`src/rtl/mcu_lsu.sv`:
```
// Load/store unit: one outstanding request, alignment check, lane steering,
// load sign/zero extension and a bounded wait for mem_ready.
module mcu_lsu #(
    parameter int unsigned ADDR_W  = 32,
    parameter int unsigned TIMEOUT = 255
) (
    input  logic              clk,
    input  logic              reset,
    input  logic              req_valid,
    output logic              req_ready,
    input  logic              req_write,
    input  logic [1:0]        req_size,
    input  logic              req_unsigned,
    input  logic [ADDR_W-1:0] req_addr,
    input  logic [31:0]       req_wdata,
    output logic              resp_valid,
    output logic [31:0]       resp_rdata,
    output logic              resp_fault,
    output logic [1:0]        resp_fault_code,
    output logic [ADDR_W-1:0] mem_addr,
    output logic [31:0]       mem_wdata,
    output logic              mem_read,
    output logic              mem_write,
    output logic [3:0]        mem_strb,
    input  logic [31:0]       mem_rdata,
    input  logic              mem_ready,
    output logic              busy
);

    localparam int unsigned DATA_W = 32;
    localparam int unsigned STRB_W = 4;
    localparam int unsigned CNT_W  = (TIMEOUT > 1) ? $clog2(TIMEOUT + 1) : 1;

    localparam logic [1:0] SIZE_BYTE = 2'b00;
    localparam logic [1:0] SIZE_HALF = 2'b01;
    localparam logic [1:0] SIZE_WORD = 2'b10;

    localparam logic [1:0] FC_NONE    = 2'b00;
    localparam logic [1:0] FC_ALIGN   = 2'b01;
    localparam logic [1:0] FC_TIMEOUT = 2'b10;

    typedef enum logic [1:0] {
        IDLE   = 2'd0,
        ACCESS = 2'd1,
        RESP   = 2'd2
    } state_t;

    state_t             state_q, state_d;
    logic               write_q, write_d;
    logic [1:0]         size_q, size_d;
    logic               unsigned_q, unsigned_d;
    logic [1:0]         offset_q, offset_d;
    logic [CNT_W-1:0]   wait_cnt_q, wait_cnt_d;

    logic               req_ready_d;
    logic               busy_d;
    logic               resp_valid_d;
    logic [DATA_W-1:0]  resp_rdata_d;
    logic               resp_fault_d;
    logic [1:0]         resp_fault_code_d;
    logic [ADDR_W-1:0]  mem_addr_d;
    logic [DATA_W-1:0]  mem_wdata_d;
    logic               mem_read_d;
    logic               mem_write_d;
    logic [STRB_W-1:0]  mem_strb_d;

    logic               misalign_c;
    logic [STRB_W-1:0]  store_strb_c;
    logic [DATA_W-1:0]  store_data_c;
    logic [DATA_W-1:0]  shifted_c;
    logic [DATA_W-1:0]  load_data_c;
    logic               timeout_hit_c;

    // Request decode: alignment, byte strobes and lane-replicated store data
    always_comb begin
        misalign_c   = 1'b0;
        store_strb_c = 4'b1111;
        store_data_c = req_wdata;
        case (req_size)
            SIZE_BYTE: begin
                store_strb_c = 4'b0001 << req_addr[1:0];
                store_data_c = {4{req_wdata[7:0]}};
            end
            SIZE_HALF: begin
                misalign_c   = req_addr[0];
                store_strb_c = 4'b0011 << req_addr[1:0];
                store_data_c = {2{req_wdata[15:0]}};
            end
            SIZE_WORD: begin
                misalign_c   = (req_addr[1:0] != 2'b00);
            end
            default: begin
                misalign_c   = 1'b1;
            end
        endcase
    end

    // Load data: shift the addressed lane down, then extend to 32 bits
    always_comb begin
        shifted_c = mem_rdata >> {offset_q, 3'b000};
        case (size_q)
            SIZE_BYTE: load_data_c = unsigned_q ? {24'd0, shifted_c[7:0]}
                                                : {{24{shifted_c[7]}}, shifted_c[7:0]};
            SIZE_HALF: load_data_c = unsigned_q ? {16'd0, shifted_c[15:0]}
                                                : {{16{shifted_c[15]}}, shifted_c[15:0]};
            default:   load_data_c = shifted_c;
        endcase
    end

    // This cycle is the TIMEOUT-th ACCESS cycle without mem_ready
    assign timeout_hit_c = (TIMEOUT != 0) && ((32'(wait_cnt_q) + 32'd1) >= TIMEOUT);

    // Next-state and next-output logic
    always_comb begin
        state_d           = state_q;
        write_d           = write_q;
        size_d            = size_q;
        unsigned_d        = unsigned_q;
        offset_d          = offset_q;
        wait_cnt_d        = wait_cnt_q;
        req_ready_d       = 1'b0;
        busy_d            = 1'b1;
        resp_valid_d      = 1'b0;
        resp_rdata_d      = '0;
        resp_fault_d      = 1'b0;
        resp_fault_code_d = FC_NONE;
        mem_addr_d        = '0;
        mem_wdata_d       = '0;
        mem_read_d        = 1'b0;
        mem_write_d       = 1'b0;
        mem_strb_d        = '0;

        case (state_q)
            IDLE: begin
                req_ready_d = 1'b1;
                busy_d      = 1'b0;
                if (req_valid && req_ready) begin
                    write_d     = req_write;
                    size_d      = req_size;
                    unsigned_d  = req_unsigned;
                    offset_d    = req_addr[1:0];
                    req_ready_d = 1'b0;
                    busy_d      = 1'b1;
                    if (misalign_c) begin
                        state_d           = RESP;
                        resp_valid_d      = 1'b1;
                        resp_fault_d      = 1'b1;
                        resp_fault_code_d = FC_ALIGN;
                    end else begin
                        state_d     = ACCESS;
                        wait_cnt_d  = '0;
                        mem_read_d  = ~req_write;
                        mem_write_d = req_write;
                        mem_addr_d  = {req_addr[ADDR_W-1:2], 2'b00};
                        mem_wdata_d = store_data_c;
                        mem_strb_d  = req_write ? store_strb_c : 4'b1111;
                    end
                end
            end
            ACCESS: begin
                if (mem_ready) begin
                    state_d      = RESP;
                    resp_valid_d = 1'b1;
                    resp_rdata_d = write_q ? '0 : load_data_c;
                end else begin
                    wait_cnt_d = wait_cnt_q + CNT_W'(1);
                    if (timeout_hit_c) begin
                        state_d           = RESP;
                        resp_valid_d      = 1'b1;
                        resp_fault_d      = 1'b1;
                        resp_fault_code_d = FC_TIMEOUT;
                    end else begin
                        mem_read_d  = mem_read;
                        mem_write_d = mem_write;
                        mem_addr_d  = mem_addr;
                        mem_wdata_d = mem_wdata;
                        mem_strb_d  = mem_strb;
                    end
                end
            end
            RESP: begin
                state_d     = IDLE;
                req_ready_d = 1'b1;
                busy_d      = 1'b0;
            end
            default: begin
                state_d     = IDLE;
                req_ready_d = 1'b1;
                busy_d      = 1'b0;
            end
        endcase
    end

    // State, captured request and registered outputs
    always_ff @(posedge clk or posedge reset) begin
        if (reset) begin
            state_q         <= IDLE;
            write_q         <= 1'b0;
            size_q          <= 2'b00;
            unsigned_q      <= 1'b0;
            offset_q        <= 2'b00;
            wait_cnt_q      <= '0;
            req_ready       <= 1'b1;
            busy            <= 1'b0;
            resp_valid      <= 1'b0;
            resp_rdata      <= '0;
            resp_fault      <= 1'b0;
            resp_fault_code <= FC_NONE;
            mem_addr        <= '0;
            mem_wdata       <= '0;
            mem_read        <= 1'b0;
            mem_write       <= 1'b0;
            mem_strb        <= '0;
        end else begin
            state_q         <= state_d;
            write_q         <= write_d;
            size_q          <= size_d;
            unsigned_q      <= unsigned_d;
            offset_q        <= offset_d;
            wait_cnt_q      <= wait_cnt_d;
            req_ready       <= req_ready_d;
            busy            <= busy_d;
            resp_valid      <= resp_valid_d;
            resp_rdata      <= resp_rdata_d;
            resp_fault      <= resp_fault_d;
            resp_fault_code <= resp_fault_code_d;
            mem_addr        <= mem_addr_d;
            mem_wdata       <= mem_wdata_d;
            mem_read        <= mem_read_d;
            mem_write       <= mem_write_d;
            mem_strb        <= mem_strb_d;
        end
    end

endmodule

```
`config.mk`:
```
export PLATFORM = sky130hd
export DESIGN_NAME = mcu_lsu
export DESIGN_NICKNAME = d
export VERILOG_FILES = /design/src/rtl/mcu_lsu.sv
export SDC_FILE = /design/constraint.sdc
export NUM_CORES = 1
export LEC_CHECK = 0
export ABC_AREA = 1
export CORE_AREA = 2 2 123 125
export DETAILED_ROUTE_END_ITERATION = 10
export DIE_AREA = 0 0 125 127
export PLACE_DENSITY = 0.72
export SLEW_MARGIN = 20
export SYNTH_ARGS = -nofsm -noshare
export SYNTH_HDL_FRONTEND = slang
export SYNTH_SLANG_ARGS = --single-unit
```
`constraint.sdc`:
```
create_clock -name clk -period 4 [get_ports clk]
set_clock_uncertainty 0.05 [all_clocks]
set_input_delay 0.8 -clock clk [delete_from_list [all_inputs] [get_ports clk]]
set_output_delay 0.8 -clock clk [all_outputs]
set_load 0.1 [all_outputs]
```
==> results.py <==
metrics = {
    "floorplanning": {
        "start_util": 0.3956,
        "dieHeight_um": 127,
        "rows": 44,
        "die_area_um2": 15880,
        "io_pins": 212,
        "core_um2": 14420,
        "die_x_um": 125,
    },
    "synth": {
        "synth_top_area_share": 0.5306,
        "syn_inst": 696,
        "synthesis.area_um2": 5707,
        "ys_warn_count": 0,
        "syn_area_per_cell_um2": 8.199,
        "synth_edf_count": 0,
        "synth.most_common_cell": "nand2_1",
        "synth-seq-area-share": 0.5352,
        "synth_common_cells": "nand2_1, dfrtp_1, nand4_1",
        "dominantRegCellSynth": "dfrtp_1",
        "ys_top_cells_by_area": "dfrtp_1, nand2_1, nand4_1",
        "synthArstFlopShare": 1.000,
        "synth_cell_types": 28,
        "synth_top_area_cell": "dfrtp_1",
        "ys_ff_latch": 122,
    },
    "cts": {
        "post_cts_resized": 0,
        "cts_hold_buf": 0,
        "clk_pin_slew_ns": 0.05,
        "post_cts_buffers": 0,
        "cts-root-buf": "clkbuf_16",
        "cts_buffers": 17,
        "clkLatencyLatePin_ns": 0.42,
        "clock_sinks": 122,
        "cts_tree": "yes",
        "htreeDepth": 4,
        "clockBufferDepth": 2,
    },
    "power_and_ir_drop": {
        "powerDensity_nw_per_um2": 644.4,
        "intPower_w": 0.003066,
        "netSwitchingFraction": 0.4427,
        "p_comb_frac": 0.415,
        "seqPwrFrac": 0.284,
        "total_leakage_power_nw": 4.147,
        "peakVddDrop_mv": 0.3207,
        "pwr-share-clk": 0.301,
        "p_sw_w": 0.002435,
    },
    "worst_setup_path": {
        "cp_num_buf_inv": 1,
        "ff2ff_path_depth": 7,
        "critPathMaxStageDelay_ns": 1.12,
        "path_cells": "clkdlybuf4s50_1",
        "slowest_stage": "clkdlybuf4s50_1",
        "startpoint_type": "flip-flop",
        "r2r-end": "mem_addr[9]$_DFFE_PP0P_",
        "crit_type": "reg -> out",
        "startpoint": "req_ready$_DFF_PP1_",
        "end_kind": "primary output",
        "crit_family": "buffers and inverters",
        "critPathMaxFanout": 2,
        "worst-endpoint-arrival_ns": 2.06,
        "worst-path-stages": 1,
        "reg2reg_slack_ns": 1.48,
        "crit_end": "req_ready",
        "required_ns": 3.15,
        "reg2reg_from": "wait_cnt_q[0]$_DFFE_PP0P_",
    },
    "place": {
        "placed_area_um2": 7898,
        "gp_congestion": 0.8227,
        "place_hpwl_um": 12420,
        "portBuffers": 209,
    },
    "routing": {
        "via_per_inst": 5.074,
        "route.detailed.drc": 0,
        "vias": 5495,
        "drt-pass1-iter-count": 5,
        "wl_um": 17750,
        "wire_per_inst_um": 16.39,
        "ant_nets": 0,
        "dr.first_iter.drc_count": 389,
    },
    "global_route": {
        "grt_remaining_overflow": 0,
        "grt_pass1_vias": 5248,
        "grt_max_degree": 67,
        "grt_first_pass_wirelength_um": 28080,
        "grt_use_total": 0.2227,
        "antenna_found_initial": 1,
    },
    "worst_hold_path": {
        "hold_class": "reg -> reg",
    },
    "layout": {
        "n_antenna_cell": 0,
        "syn_to_final_growth_pct": 49.57,
        "multi_input_area_um2": 2246,
        "stdcell_area_um2": 8536,
        "regArea_um2": 3054,
        "nNetsFinal": 992,
        "drive_gt1_frac": 0.06563,
        "nFillCells": 1283,
    },
    "run_status": {
        "run_status": "finished clean",
    },
    "sta": {
        "slew_violations": 0,
        "finalSetupViolations": 0,
        "holdWs_ns": 0.4559,
        "worst_slew_pin_slew_ns": 1.090,
        "fin_crit_sh": 0.7283,
        "slew_headroom": 0.2710,
        "fin_tns_setup_ns": 0,
        "fin_crit_ns": 2.913,
        "rsz0062_at_grt": "false",
        "max_freq_ghz": 0.3432,
        "hold_viol": 0,
    },
    "run": {
        "drv_cap": 0,
    },
}
[power by group through the flow]
stage	Sequential, W	Combinational, W	Clock (W)
floorplan	0.00253	0.000727	0
global placement	0.00158	0.00227	0
detailed placement	0.00158	0.00228	0
CTS	0.00156	0.00229	0.00167
global route	0.00159	0.00242	0.00174
finish	0.00156	0.00228	0.00166
[layout by cell type, fill, tap and decap left out, types with 5 or more instances in the layout]
master	synthesis	routed
dfrtp_1	121	121
clkbuf_16	0	17
o211ai_1	17	17
nor2_1	35	35
a21oi_1	25	25
buf_4	6	8
a31oi_1	7	7
o21ai_0	37	37
inv_2	6	6
clkdlybuf4s50_1	0	209
o22ai_1	5	5
inv_1	43	42
nand4_1	69	69
nand3_1	26	25
nand2_1	234	234
[layout make-up]
type | count | share of cell area
Clock buffer | 22 | 0.05556
Multi-Input combinational cell | 476 | 0.2631
Inverter | 51 | 0.02287
Timing Repair Buffer | 218 | 0.2545
Clock inverter | 10 | 0.01920
Tap cell | 184 | 0.02697
Sequential cell | 122 | 0.3578
[metal layers]
metal  track usage  vias to the layer above  share of wire
met4       0.07908                        2          0.025
li1              -                     2701              -
met2        0.3590                      196           0.48
met1        0.2842                     2566           0.42
met3       0.07203                       30          0.072
met5             0                        -        0.00073
[stage by stage]
stage,total power [W],instances,util,setup WS [ns]
final,0.005501,1083,0.5918,1.087
after floorplan,0.003259,697,-,1.653
after global placement,0.003847,1051,0.5475,0.9007
after global routing,0.005747,1083,0.5918,1.022
after detailed placement,0.003856,1051,0.5475,0.8018
after CTS,0.005526,1083,0.5918,1.071
[worst reg2reg max path, delay by kind of cell (launching register included)]
family | cells | cell delay, ns
buffers and inverters | 2 | 0.67
AND/OR/NAND/NOR | 4 | 1.05
flip-flops | 1 | 0.41
adder cells (fa/ha/maj) | 1 | 0.22
[cell families (layout without fill, tap and decap cells)]
| logic type | count (synthesis) | count (layout) | synth area share |
|---|---|---|---|
| compound gates | 96 | 96 | 0.09472 |
| fa+ha+maj | 2 | 2 | 0.004384 |
| other cells | 1 | 2 | 0.0006571 |
| simple gates | 376 | 376 | 0.2905 |
| buf+inv | 99 | 301 | 0.07454 |
| flops | 122 | 122 | 0.5352 |
[worst min-delay path by stage]
stage	start	end	slack [ns]	depth (start not counted)
6_report	write_q$_DFFE_PP0P_	write_q$_DFFE_PP0P_	0.46	2
3_3_place_gp	write_q$_DFFE_PP0P_	write_q$_DFFE_PP0P_	0.44	2
2_1_floorplan	size_q[0]$_DFFE_PP0P_	size_q[0]$_DFFE_PP0P_	0.42	2
5_1_grt	size_q[0]$_DFFE_PP0P_	size_q[0]$_DFFE_PP0P_	0.48	2
4_1_cts	write_q$_DFFE_PP0P_	write_q$_DFFE_PP0P_	0.46	2
3_5_place_dp	write_q$_DFFE_PP0P_	write_q$_DFFE_PP0P_	0.44	2
[sequential cells by signal, summed over array words and instances (netlist names)]
signal	count
resp_rdata	32
mem_addr	30
req_ready	1
unsigned_q	1
resp_fault	1
state_q	2
mem_write	1
mem_wdata	32
mem_read	1
resp_fault_code	2
wait_cnt_q	8
offset_q	2
mem_strb	4
write_q	1
size_q	2
resp_valid	1
busy	1
Power figures use the tool's default switching activity.
==> RTL change 1, RTL diff (config.mk and constraints unchanged) <==
`ADDR_W`: 32 -> 16.
--- a/src/rtl/mcu_lsu.sv
+++ b/src/rtl/mcu_lsu.sv
@@ -1,7 +1,7 @@
 // Load/store unit: one outstanding request, alignment check, lane steering,
 // load sign/zero extension and a bounded wait for mem_ready.
 module mcu_lsu #(
-    parameter int unsigned ADDR_W  = 32,
+    parameter int unsigned ADDR_W  = 16,
     parameter int unsigned TIMEOUT = 255
 ) (
     input  logic              clk,
Ports: changed (resized mem_addr and req_addr); port bits go from 212 to 180. The function was not compared with the original's and may differ.
==> RTL change 1 against the unedited design <==
- total power fell by 20%
- count of clock-buffer cells in the layout fell by 12
- worst setup slack improved by 0.028 ns
- sequential cell count fell by 16
- wire length fell by 12%
- core utilization fell by 8.4 points
- design area fell by 14%
- cell count fell by 11%
- area after synthesis fell by 9.6%
- first-iteration DRC count fell by 5.9%
==> RTL change 1: results (changes against the unedited design) <==
Run status: completed (unchanged)
Crit path largest cell delay: 1.14 ns (was 1.12 ns)
Most frequent cells after synthesis: nand2_1 (186), dfrtp_1 (105), nand4_1 (52) (was nand2_1 (234), dfrtp_1 (121), nand4_1 (69))
Routed wire length on met3: 1610 um (was 1290 um)
Number of global-route vias before repair: 4,713 (was 5,248)
Fraction of area in multi-input gates: 29.2% (was 26.3%)
Comb. pwr: 2.05 mW (was 2.28 mW)
Layout cells sized above 1: 6.06% (was 6.56%)
Number of signal-net inverters in the final layout: 38 (was 51)
Worst r2r src: offset_q[1]$_DFFE_PP0P_ (was wait_cnt_q[0]$_DFFE_PP0P_)
Violation count after the first detailed-route iteration: 366 (was 389)
Clock buffer count from CTS: 9 (was 17)
Number of clock buffers in the layout: 10 (was 22)
Netlist cell types: 35 (was 28)
Buffer share of cell area: 25.0% (was 25.4%)
Via Count: 4,961 (was 5,495)
Number of nets in the final layout: 861 (was 992)
Multi-Input Combinational: 433 (was 476)
Global-route track usage on met1: 24.6% (was 28.4%)
Wire length of the first global-routing pass: 24,900 um (was 28,100 um)
End point of the most critical hold path: mem_wdata[6]$_DFFE_PP0P_ (was write_q$_DFFE_PP0P_)
M3 GR Usage: 8.54% (was 7.20%)
H-tree depth reported by CTS: 3 (was 4)
Wirelength, routed: 15,600 um (was 17,800 um)
Half-perimeter wire length after detailed placement: 10,600 um (was 12,400 um)
Worst supply voltage drop on vdd: 0.000319 V (was 0.000321 V)
Clock latency on the worst-skew pair: 0.35 ns (was 0.42 ns)
Highest routed metal layer: met4 (was met5)
Leading registers by flop count: mem_wdata (32), resp_rdata (32), mem_addr (14) (was mem_wdata (32), resp_rdata (32), mem_addr (30))
Worst reg2reg path endpoint: resp_rdata[18]$_DFF_PP0_ (was mem_addr[9]$_DFFE_PP0P_)
Filler cells: 1,379 (was 1,283)
Seq/Total Area, Yosys: 51.5% (was 53.5%)
Register Area: 2650 um^2 (was 3050 um^2)
Global-route track usage on met2: 30.9% (was 35.9%)
Number of synthesized register bits: 106 (was 122)
Overall track demand over capacity in global routing: 19.6% (was 22.3%)
Top area cells in the synthesized netlist: dfrtp_1 (51%), nand2_1 (14%), nand4_1 (6.3%) (was dfrtp_1 (53%), nand2_1 (15%), nand4_1 (7.6%))
Static Leak: 3.45 nW (was 4.15 nW)
## RTL change 1: tightest hold or removal path, cell delays in order (launching register included)
cell,delay (ns)
dfrtp_1,0.34
nand4_1,0.08
nand2_1,0.06
## RTL change 1: per-stage QoR
step | instances | instance area (um^2) | worst slack [ns] | hold WS [ns] | utilization [%]
after floorplan | 619 | 5160 | 0.363 | 0.426 | -
after global placement | 944 | 6990 | 1.10 | 0.448 | 48.5
after detailed placement | 944 | 6990 | 1.01 | 0.453 | 48.5
after CTS | 960 | 7320 | 1.09 | 0.469 | 50.8
after global routing | 960 | 7320 | 1.07 | 0.494 | 50.8
final | 960 | 7320 | 1.11 | 0.463 | 50.8
## RTL change 1: cell families after synthesis
group	share of synthesized area, %
flip-flops	51.5
AND/OR/NAND/NOR	30.1
AO/OA/AOI/OAI	10.5
adder cells (fa/ha/maj)	0.485
buffers and inverters	7.38
other	0.0727
==> RTL change 2, RTL diff (same flow settings) <==
Made on the original files. Remove the case item `SIZE_BYTE` of the case on `req_size`.
--- a/src/rtl/mcu_lsu.sv
+++ b/src/rtl/mcu_lsu.sv
@@ -77,10 +77,6 @@
         store_strb_c = 4'b1111;
         store_data_c = req_wdata;
         case (req_size)
-            SIZE_BYTE: begin
-                store_strb_c = 4'b0001 << req_addr[1:0];
-                store_data_c = {4{req_wdata[7:0]}};
-            end
             SIZE_HALF: begin
                 misalign_c   = req_addr[0];
                 store_strb_c = 4'b0011 << req_addr[1:0];
Function: changed (a bounded check fails within 4 cycles, from zero or initial values and one cycle with reset high).
==> RTL change 2 against the unedited design <==
- total power is 7.0% lower
- synthesized cell count is 4.9% lower
- design area is 0.44% lower
- fmax is 0.74% lower
- area after synthesis is 0.44% lower
- register-to-register slack better by 0.10 ns
- sequential cell count stayed put
- critical path depth stayed put
- wire length is 5.2% lower
- worst setup slack worse by 0.022 ns
==> RTL change 2: results (changes against the unedited design) <==
Fraction of power consumed by the clock network: 30.7% (was 30.1%)
Filler cells: 1,297 (was 1,283)
Worst r2r src: offset_q[1]$_DFFE_PP0P_ (was wait_cnt_q[0]$_DFFE_PP0P_)
Global-route track usage on met1: 26.2% (was 28.4%)
Share of the core filled with cells: 58.9% (was 59.2%)
Layout cells sized above 1: 8.30% (was 6.56%)
Top area cells in the synthesized netlist: dfrtp_1 (53%), nand2_1 (15%), nand4_1 (7.6%) (unchanged)
Global-route track usage on met2: 34.2% (was 35.9%)
M3 GR Usage: 10.0% (was 7.20%)
Post-Place Worst Slack: 0.966 ns (was 0.802 ns)
Worst supply voltage drop on vdd: 0.000279 V (was 0.000321 V)
Data arrival, critical path: 2.09 ns (was 2.06 ns)
Final-layout clock-cell area share: 7.18% (was 7.48%)
Power Total: 5.11 mW (was 5.50 mW)
Violation count after the first detailed-route iteration: 360 (was 389)
Number of signal-net inverters in the final layout: 39 (was 51)
Run status: completed (unchanged)
Routed wire length on met3: 1950 um (was 1290 um)
Hold path startpoint: mem_addr[6]$_DFFE_PP0P_ (was write_q$_DFFE_PP0P_)
Overall track demand over capacity in global routing: 21.7% (was 22.3%)
DP Area: 7890 um^2 (was 7900 um^2)
Pin count of the biggest net entering global routing: 123 (was 67)
Number of nets in the final layout: 963 (was 992)
Seq/Total Area, Yosys: 53.8% (was 53.5%)
Final cell count without fillers: 1,051 (was 1,083)
Most frequent cells after synthesis: nand2_1 (230), dfrtp_1 (121), nand4_1 (69) (was nand2_1 (234), dfrtp_1 (121), nand4_1 (69))
Half-perimeter wire length after detailed placement: 11,500 um (was 12,400 um)
Count of buffers not belonging to the clock network in the layout: 218 (unchanged)
Number of clock buffers in the layout: 18 (was 22)
Detailed-routing wirelength on met1: 6730 um (was 7470 um)
Detailed-routed wire length on met2: 7860 um (was 8550 um)
Average wire per cell in the routed design: 16.0 um (was 16.4 um)
Adder-Cell Fraction of Synth Area: 1.10% (was 0.439%)
Wire length of the first global-routing pass: 27,300 um (was 28,100 um)
Via Count: 5,357 (was 5,495)
Area fraction in compound gates after synthesis: 6.03% (was 9.47%)
Static Leak: 4.09 nW (was 4.15 nW)
Proportion of synthesized area in mux cells: 3.17% (was 0%)
Multi-Input Combinational: 456 (was 476)
Highest routed metal layer: met4 (was met5)
Number of global-route vias before repair: 5,252 (was 5,248)
Netlist cell types: 32 (was 28)
Average size of a mapped cell: 8.58 um^2 (was 8.20 um^2)
Gpl congestion: 0.807 (was 0.823)
Placed Cells incl. Taps: 1,019 (was 1,051)
==> RTL change 2: cell count changes after synthesis, moves of 3 or more <==
cell	unedited run	this run
buf_2	13	17
clkbuf_1	25	17
nor2_1	35	27
o21ai_0	37	32
nand3_1	26	35
ha_1	2	5
o22ai_1	5	1
o211ai_1	17	1
nand2_1	234	230
mux2_2	0	16
a21oi_1	25	16
inv_2	6	2
inv_1	43	35
==> RTL change 2: final timing paths <==
kind | end | slack [ns] | depth (start not counted)
min reg2reg | mem_addr[6]$_DFFE_PP0P_ | 0.46 | 2
max in group asynchronous | mem_addr[14]$_DFFE_PP0P_ | 2.53 | 3
max reg2reg | resp_rdata[26]$_DFF_PP0_ | 1.58 | 7
max | req_ready | 1.06 | 1
min | mem_addr[6]$_DFFE_PP0P_ | 0.46 | 2
min in group asynchronous | resp_rdata[1]$_DFF_PP0_ | 0.88 | 3
==> RTL change 2: tightest hold or removal path: cells and delay by family, from the launching register on <==
kind | cells | cell delay, ns
flops | 1 | 0.34
simple gates | 2 | 0.14
